===== src/rtl/pc_pkg.sv =====
// -----------------------------------------------------------------------------
// pc_pkg
//   Shared definitions for the program-counter unit and the CPU control unit.
//   The control unit drives pc_unit.mode with these same constants, so the
//   encodings here are part of the datapath/control contract and must not move.
// -----------------------------------------------------------------------------
package pc_pkg;

    // Next-PC selection codes driven by the control unit.
    typedef logic [1:0] pc_mode_t;

    localparam pc_mode_t MODE_SEQ    = 2'b00;  // pc + STEP
    localparam pc_mode_t MODE_BRANCH = 2'b01;  // conditional pc-relative
    localparam pc_mode_t MODE_JUMP   = 2'b10;  // absolute target (optionally a call)
    localparam pc_mode_t MODE_RET    = 2'b11;  // pop return-address stack

    // Mask that keeps every bit of a WIDTH-bit address except the low
    // 'align' bits. Written as a function so both the RTL and any later
    // user of the package build the mask the same way.
    function automatic logic [63:0] align_mask64(input int align);
        logic [63:0] low_bits;
        low_bits = (64'd1 << align) - 64'd1;
        return ~low_bits;
    endfunction

endpackage : pc_pkg


===== src/rtl/pc_ras.sv =====
// -----------------------------------------------------------------------------
// pc_ras
//   Circular return-address stack.
//
//   Ports
//     clk        in   clock, rising edge
//     rst        in   synchronous active-high reset (ptr and count only)
//     push       in   write din at ptr, advance ptr
//     pop        in   retreat ptr (ignored while empty)
//     din        in   WIDTH   return address to push
//     top        out  WIDTH   entry at ptr-1 (most recent push)
//     count      out  valid entries, 0..RAS_DEPTH
//     empty      out  count == 0
//     full       out  count == RAS_DEPTH
//     ovf_pulse  out  push seen while full (oldest entry overwritten)
//     udf_pulse  out  pop seen while empty
//
//   The stack never refuses a push: when full, the write simply lands on the
//   oldest slot because ptr wraps modulo RAS_DEPTH, and count saturates.
//   push and pop are mutually exclusive by construction in the caller; push
//   wins if both are ever asserted.
// -----------------------------------------------------------------------------
module pc_ras
    import pc_pkg::*;
#(
    parameter int WIDTH     = 32,
    parameter int RAS_DEPTH = 4
) (
    input  logic                        clk,
    input  logic                        rst,
    input  logic                        push,
    input  logic                        pop,
    input  logic [WIDTH-1:0]            din,
    output logic [WIDTH-1:0]            top,
    output logic [$clog2(RAS_DEPTH):0]  count,
    output logic                        empty,
    output logic                        full,
    output logic                        ovf_pulse,
    output logic                        udf_pulse
);

    localparam int PTR_W = $clog2(RAS_DEPTH);
    localparam int CNT_W = PTR_W + 1;
    localparam logic [CNT_W-1:0] CNT_MAX = CNT_W'(RAS_DEPTH);
    localparam logic [PTR_W-1:0] PTR_ONE = PTR_W'(1);
    localparam logic [CNT_W-1:0] CNT_ONE = CNT_W'(1);

    logic [WIDTH-1:0] mem_q [RAS_DEPTH];
    logic [PTR_W-1:0] ptr_q, ptr_d;
    logic [CNT_W-1:0] count_q, count_d;
    logic [PTR_W-1:0] top_idx;
    logic             wr_en;

    assign empty     = (count_q == '0);
    assign full      = (count_q == CNT_MAX);
    assign count     = count_q;
    assign ovf_pulse = push && full;
    assign udf_pulse = pop && !push && empty;

    // ptr points at the next free slot; the newest entry sits one below it.
    // RAS_DEPTH is a power of two, so the subtraction wraps to the last slot.
    assign top_idx = ptr_q - PTR_ONE;
    assign top     = mem_q[top_idx];

    always_comb begin
        // NOTE: every always_comb output gets a default first, so no path can
        // leave it unassigned and infer a latch.
        ptr_d   = ptr_q;
        count_d = count_q;
        wr_en   = 1'b0;
        if (push) begin
            wr_en = 1'b1;
            ptr_d = ptr_q + PTR_ONE;
            if (!full) begin
                count_d = count_q + CNT_ONE;
            end
        end else if (pop && !empty) begin
            ptr_d   = ptr_q - PTR_ONE;
            count_d = count_q - CNT_ONE;
        end
    end

    always_ff @(posedge clk) begin
        // NOTE: sequential state uses non-blocking assignments so every flop
        // samples the pre-edge values regardless of statement order.
        if (rst) begin
            ptr_q   <= '0;
            count_q <= '0;
        end else begin
            ptr_q   <= ptr_d;
            count_q <= count_d;
        end
    end

    // NOTE: the entry storage has no reset; count==0 already marks every entry
    // invalid, and leaving the array reset-free lets it map onto plain RAM/regs.
    always_ff @(posedge clk) begin
        if (wr_en && !rst) begin
            mem_q[ptr_q] <= din;
        end
    end

endmodule : pc_ras


===== src/rtl/pc_unit.sv =====
// -----------------------------------------------------------------------------
// pc_unit
//   Program-counter register plus next-PC selection for the CPU datapath.
//
//   Ports
//     clk        in   clock, rising edge
//     rst        in   synchronous active-high reset, overrides ena
//     ena        in   advance enable; 0 freezes pc, RAS and flags
//     mode       in   2      next-PC mode (pc_pkg MODE_*)
//     br_taken   in   branch condition, BRANCH mode only
//     offset     in   WIDTH  signed byte offset for BRANCH
//     target     in   WIDTH  absolute target for JUMP
//     call       in   JUMP is a call: push pc+STEP
//     pc         out  WIDTH  current PC (registered)
//     ras_count  out  valid RAS entries
//     ras_empty  out  RAS has no entries
//     ras_full   out  RAS holds RAS_DEPTH entries
//     err_ovf    out  sticky: push while RAS full
//     err_udf    out  sticky: RET while RAS empty
//     err_mis    out  sticky: redirect target had nonzero low ALIGN bits
//
//   The next PC is always written aligned. Only redirects (taken branch,
//   jump, non-empty return) are checked for misalignment; sequential
//   fetch and the empty-RET fallback are pc+STEP from an aligned pc.
// -----------------------------------------------------------------------------
module pc_unit
    import pc_pkg::*;
#(
    parameter int               WIDTH     = 32,
    parameter logic [WIDTH-1:0] RESET_VEC = 32'h0040_0000,
    parameter int               STEP      = 4,
    parameter int               ALIGN     = 2,
    parameter int               RAS_DEPTH = 4
) (
    input  logic                        clk,
    input  logic                        rst,
    input  logic                        ena,
    input  pc_mode_t                    mode,
    input  logic                        br_taken,
    input  logic [WIDTH-1:0]            offset,
    input  logic [WIDTH-1:0]            target,
    input  logic                        call,
    output logic [WIDTH-1:0]            pc,
    output logic [$clog2(RAS_DEPTH):0]  ras_count,
    output logic                        ras_empty,
    output logic                        ras_full,
    output logic                        err_ovf,
    output logic                        err_udf,
    output logic                        err_mis
);

    localparam logic [63:0]      MASK64     = align_mask64(ALIGN);
    localparam logic [WIDTH-1:0] ALIGN_MASK = MASK64[WIDTH-1:0];
    localparam logic [WIDTH-1:0] STEP_W     = WIDTH'(STEP);

    logic [WIDTH-1:0] pc_q, pc_d;
    logic             err_ovf_q, err_ovf_d;
    logic             err_udf_q, err_udf_d;
    logic             err_mis_q, err_mis_d;

    logic [WIDTH-1:0] seq_pc;
    logic [WIDTH-1:0] nxt_raw;
    logic             redirect;
    logic             mis_now;

    logic             ras_push;
    logic             ras_pop;
    logic [WIDTH-1:0] ras_top;
    logic             ras_ovf_pulse;
    logic             ras_udf_pulse;

    // call only matters on an enabled JUMP; in any other mode it is ignored.
    assign ras_push = ena && (mode == MODE_JUMP) && call;
    assign ras_pop  = ena && (mode == MODE_RET);

    pc_ras #(
        .WIDTH     (WIDTH),
        .RAS_DEPTH (RAS_DEPTH)
    ) u_ras (
        .clk       (clk),
        .rst       (rst),
        .push      (ras_push),
        .pop       (ras_pop),
        .din       (seq_pc),
        .top       (ras_top),
        .count     (ras_count),
        .empty     (ras_empty),
        .full      (ras_full),
        .ovf_pulse (ras_ovf_pulse),
        .udf_pulse (ras_udf_pulse)
    );

    // Next-PC mux. All arithmetic is modulo 2^WIDTH; offset is already a
    // two's-complement WIDTH-bit value, so a plain add sign-extends for free.
    always_comb begin
        seq_pc   = pc_q + STEP_W;
        nxt_raw  = seq_pc;
        redirect = 1'b0;
        case (mode)
            MODE_SEQ: begin
                nxt_raw = seq_pc;
            end
            MODE_BRANCH: begin
                if (br_taken) begin
                    nxt_raw  = pc_q + offset;
                    redirect = 1'b1;
                end
            end
            MODE_JUMP: begin
                nxt_raw  = target;
                redirect = 1'b1;
            end
            MODE_RET: begin
                // Empty RET falls through to pc+STEP and is flagged below.
                if (!ras_empty) begin
                    nxt_raw  = ras_top;
                    redirect = 1'b1;
                end
            end
            default: begin
                nxt_raw = seq_pc;
            end
        endcase

        mis_now = redirect && ((nxt_raw & ~ALIGN_MASK) != '0);

        pc_d      = ena ? (nxt_raw & ALIGN_MASK) : pc_q;
        err_mis_d = err_mis_q | (ena & mis_now);
        // RAS pulses are already qualified by ena through push/pop.
        err_ovf_d = err_ovf_q | ras_ovf_pulse;
        err_udf_d = err_udf_q | ras_udf_pulse;
    end

    always_ff @(posedge clk) begin
        if (rst) begin
            pc_q      <= RESET_VEC;
            err_ovf_q <= 1'b0;
            err_udf_q <= 1'b0;
            err_mis_q <= 1'b0;
        end else begin
            pc_q      <= pc_d;
            err_ovf_q <= err_ovf_d;
            err_udf_q <= err_udf_d;
            err_mis_q <= err_mis_d;
        end
    end

    assign pc      = pc_q;
    assign err_ovf = err_ovf_q;
    assign err_udf = err_udf_q;
    assign err_mis = err_mis_q;

endmodule : pc_unit

===== config.mk =====
export PLATFORM = sky130hd
export DESIGN_NAME = pc_unit
export DESIGN_NICKNAME = d
export VERILOG_FILES = /design/src/rtl/pc_pkg.sv /design/src/rtl/pc_ras.sv /design/src/rtl/pc_unit.sv
export SDC_FILE = /design/constraint.sdc
export NUM_CORES = 1
export LEC_CHECK = 0
export BUFFER_PORTS_ARGS = -buffer_cell sky130_fd_sc_hd__buf_2
export CAP_MARGIN = 20
export CORE_MARGIN = 2
export CORE_UTILIZATION = 50
export CTS_CLUSTER_SIZE = 30
export DETAILED_ROUTE_END_ITERATION = 8
export GPL_TIMING_DRIVEN = 0
export PLACE_DENSITY = 0.73
export SLEW_MARGIN = 10
export SYNTH_ARGS = -nofsm -noshare
export SYNTH_HDL_FRONTEND = slang
export SYNTH_HIERARCHICAL = 1
export SYNTH_SLANG_ARGS = --single-unit

===== constraint.sdc =====
create_clock -name clk -period 3.2 [get_ports clk]
set_clock_uncertainty 0.05 [all_clocks]
set_input_delay 0.16 -clock clk [delete_from_list [all_inputs] [get_ports clk]]
set_output_delay 0.16 -clock clk [all_outputs]
set_load 0.03 [all_outputs]

==> results.sh <==
export IMPL_io_buffer_count=107
export IMPL_synth_cells=806
export IMPL_r2r_end="pc[26]"
export IMPL_hold_viol=0
export IMPL_vias=7604
export IMPL_via_per_inst=6.43
export IMPL_row_count=49
export IMPL_wl_um=27500
export IMPL_area_delta_synth_final_pct=17.2
export IMPL_routabilityCongestion=0.965
export IMPL_pwr_share_seq_pct=45.2
export IMPL_worstSetupPathType="reg2reg"
export IMPL_start_util_pct=51.1
export IMPL_fmax_ghz=0.322
export IMPL_ioPinCount=111
export IMPL_setup_viol=0
export IMPL_diodes=0
export IMPL_synth_area_per_cell_sq_um=11.4
export IMPL_min_path_type="in2reg"
export IMPL_first_pass_iters=6
export IMPL_critPathMaxFanout=9
export IMPL_powerDensity_mw_per_mm2=496
export IMPL_grt_pass1_vias=7158
export IMPL_die_h_um=140
export IMPL_required_ns=3.47
export IMPL_grt_total_usage_pct=28.2
export IMPL_ctsRootBufferMaster="clkbuf_16"
export IMPL_dpl_instance_area_sq_mm=0.0100
export IMPL_drive_above_1_share_pct=22.2
export IMPL_critPathCapture="pc[26]"
export IMPL_htreeDepth=4
export IMPL_fillers=1442
export IMPL_grt_antenna_before_repair=0
export IMPL_ant_nets=0
export IMPL_hpwl_um=19500
export IMPL_drt_iter0_markers=749
export IMPL_synth_top_area_share_pct=41.9
export IMPL_tightest_slew_ns=0.950
export IMPL_maxSlewViolCount=0
export IMPL_drc_errors=0
export IMPL_design_core_area_sq_mm=0.0180
export IMPL_cp_end_kind="flip-flop"
export IMPL_fin_crit_ns=3.11
export IMPL_power_frac_comb_pct=14.6
export IMPL_clk_latency_ns=0.44
export IMPL_grt_pass1_wl_um=41400
export IMPL_cts_buffer_depth=2
export IMPL_final_util_pct=59.9
export IMPL_reg2reg_setup_slack_ns=0.09
export IMPL_syn_cell_area_sq_mm=0.00918
export IMPL_slew_headroom_pct=36.4
export IMPL_synthTopCellsByArea="edfxtp_1 (42%), dfxtp_1 (8.3%), mux4_2 (7.8%)"
export IMPL_period_share_pct=97.1
export IMPL_synthArstFlopShare_pct=0
export IMPL_clkTransAtPathRegs_ns=0.07
export IMPL_yosysWarnings=6
export IMPL_r2r_cells=10
export IMPL_cp_arrival_ns=3.38
export IMPL_cap_violations=0
export IMPL_cts_tree="yes"
export IMPL_ys_flop_type="edfxtp_1"
export IMPL_post_route_cell_area_sq_mm=0.0108
export IMPL_yosysTopAreaCell="edfxtp_1"
export IMPL_layout_nets=1047
export IMPL_die_w_um=140
export IMPL_r2r_start="pc[2]"
export IMPL_numClockSinks=166
export IMPL_vdd_drop_max_uv=354
export IMPL_routedWlPerCell_um=23.3
export IMPL_p_leak_nw=4.11
export IMPL_grt_overflow_total=0
export IMPL_status="completed"
export IMPL_power_switching_w=0.00156
export IMPL_fin_tns_setup_ns=0
export IMPL_synth_edf_count=128
export IMPL_grt_max_degree=33
export IMPL_seq_area_frac_synth_pct=50.1
export IMPL_cts_buffers=17
export IMPL_worstSetupStartpointType="flip-flop"
export IMPL_power_frac_clock_pct=40.2
export IMPL_synth_cell_types=69
export IMPL_dieArea_sq_mm=0.0195
export IMPL_ys_ff_latch=166
export IMPL_p_int_w=0.00378
export IMPL_p_sw_share_pct=29.3
export IMPL_setup_worst_path_start="pc[2]"
==> layer usage <==
metal | wire [um] | vias to the layer above | track usage, %
li1 | - | 3416 | -
met4 | 824 | 0 | 11.1
met5 | 0 | - | 0
met1 | 10900 | 3661 | 39.4
met3 | 2920 | 64 | 5.40
met2 | 12900 | 463 | 44.1
==> critical path, cell delays in order, from the launching register on <==
cell and delay [ns]:
dfxtp_2 0.38, ha_1 0.22, fa_1 0.41, a21oi_1 0.22
o21ai_0 0.14, a21oi_2 0.24, o311ai_2 0.19, a31o_2 0.31
a21o_1 0.22, a221o_1 0.30, or3_1 0.30
==> cell type report <==
class | instances | area, sq um | share of cell area, %
Buffer | 45 | 224 | 2.08
Clock buffer | 17 | 425 | 3.95
Clock inverter | 15 | 210 | 1.95
Inverter | 17 | 63.8 | 0.593
Multi-Input combinational cell | 585 | 4400 | 40.9
Sequential cell | 166 | 4610 | 42.8
Tap cell | 229 | 287 | 2.66
Timing Repair Buffer | 108 | 543 | 5.04
==> logic make-up (layout without fill, tap and decap cells) <==
group	Yosys count	after routing	synth area share [%]
buffers and inverters	64	202	2.86
and+or+nand+nor	241	241	12.7
muxes	36	36	8.30
DFF	166	166	50.1
AOI/OAI and AO/OA	212	212	16.2
xor gates and xnor gates	50	50	4.77
other	1	10	0.0408
adders and majority gates	36	36	5.07
==> power groups by stage <==
stage,Clock [W],Sequential [W],Combinational [W]
6_report,0.00215,0.00242,0.000778
5_1_grt,0.00224,0.00242,0.000836
4_1_cts,0.00216,0.00241,0.000758
3_5_place_dp,0,0.00246,0.000747
3_3_place_gp,0,0.00246,0.000738
2_1_floorplan,0,0.00249,0.000459
==> state kept, by name (all words and copies together) (netlist names) <==
register	cells
u_ras/mem_q	128
pc	30
u_ras/count	3
u_ras/ptr_q	2
err_mis	1
err_ovf	1
err_udf	1
==> cell usage after synthesis (all sizes together) (5+ instances only) <==
cell and count:
dfxtp 38, a222oi 5, a21oi 41, o22ai 10
edfxtp 128, a221oi 20, buf 9, and4 5
a22oi 13, o21a 5, nand3 23, and2 7
mux4 32, clkbuf 38, a211oi 7, ha 34
or3 6, nor3 24, xnor2 32, o21ai 34
inv 17, a221o 11, and3 9, nor2 72
xor2 18, a31oi 7, nand2 61, a21o 26
nand4 14
==> through the flow <==
stage | power [W] | setup slack, ns | instances | hold slack, ns
after global routing | 0.00549 | -0.00863 | 1182 | 0.0676
after global placement | 0.00320 | -1.15 | 1151 | 0.393
after CTS | 0.00533 | 0.0166 | 1181 | 0.0305
final | 0.00534 | 0.0932 | 1182 | 0.0508
after detailed placement | 0.00321 | -1.16 | 1151 | 0.397
after floorplan | 0.00295 | 0.00163 | 815 | 0.179
==> cells in the final DEF, fill, tap and decap left out, types with 4 or more instances in the layout <==
cell,n
o21bai_1,4
edfxtp_1,128
and3_1,8
nor3_1,24
inv_1,17
a222oi_1,5
a211oi_1,7
nand3_1,22
clkbuf_16,17
a221oi_1,20
dfxtp_1,32
a31oi_1,7
o21ai_0,33
nand4_1,14
o21a_1,5
clkinv_8,7
ha_1,33
and2_4,4
nand2_1,60
or3_1,4
xor2_1,18
mux4_2,32
clkbuf_1,31
dfxtp_2,6
nor2_1,72
xnor2_1,32
conb_1,10
and4_1,5
clkbuf_2,4
a221o_1,11
o22ai_1,10
a22oi_1,13
a21oi_1,40
a21o_1,26
buf_2,111
nand2b_1,4
==> worst min path at each step <==
stage                           from              to  depth (start not counted)
after CTS                 target[18]          pc[18]                          3
after detailed placement     err_ovf         err_ovf                          2
after global routing             rst  u_ras/ptr_q[1]                          2
after floorplan                  rst  u_ras/ptr_q[1]                          1
after global placement       err_ovf         err_ovf                          2
final                     target[18]          pc[18]                          3
==> timing repair <==
action	CTS	global route
setup buffers	0	1
gates resized for setup	16	17
gates cloned	0	0
setup endpoints to repair	159	136
hold buffers	0	0
pin swaps	0	1
endpoints found under the hold margin	0	0
Note: power is estimated with default switching activity, not from simulation.
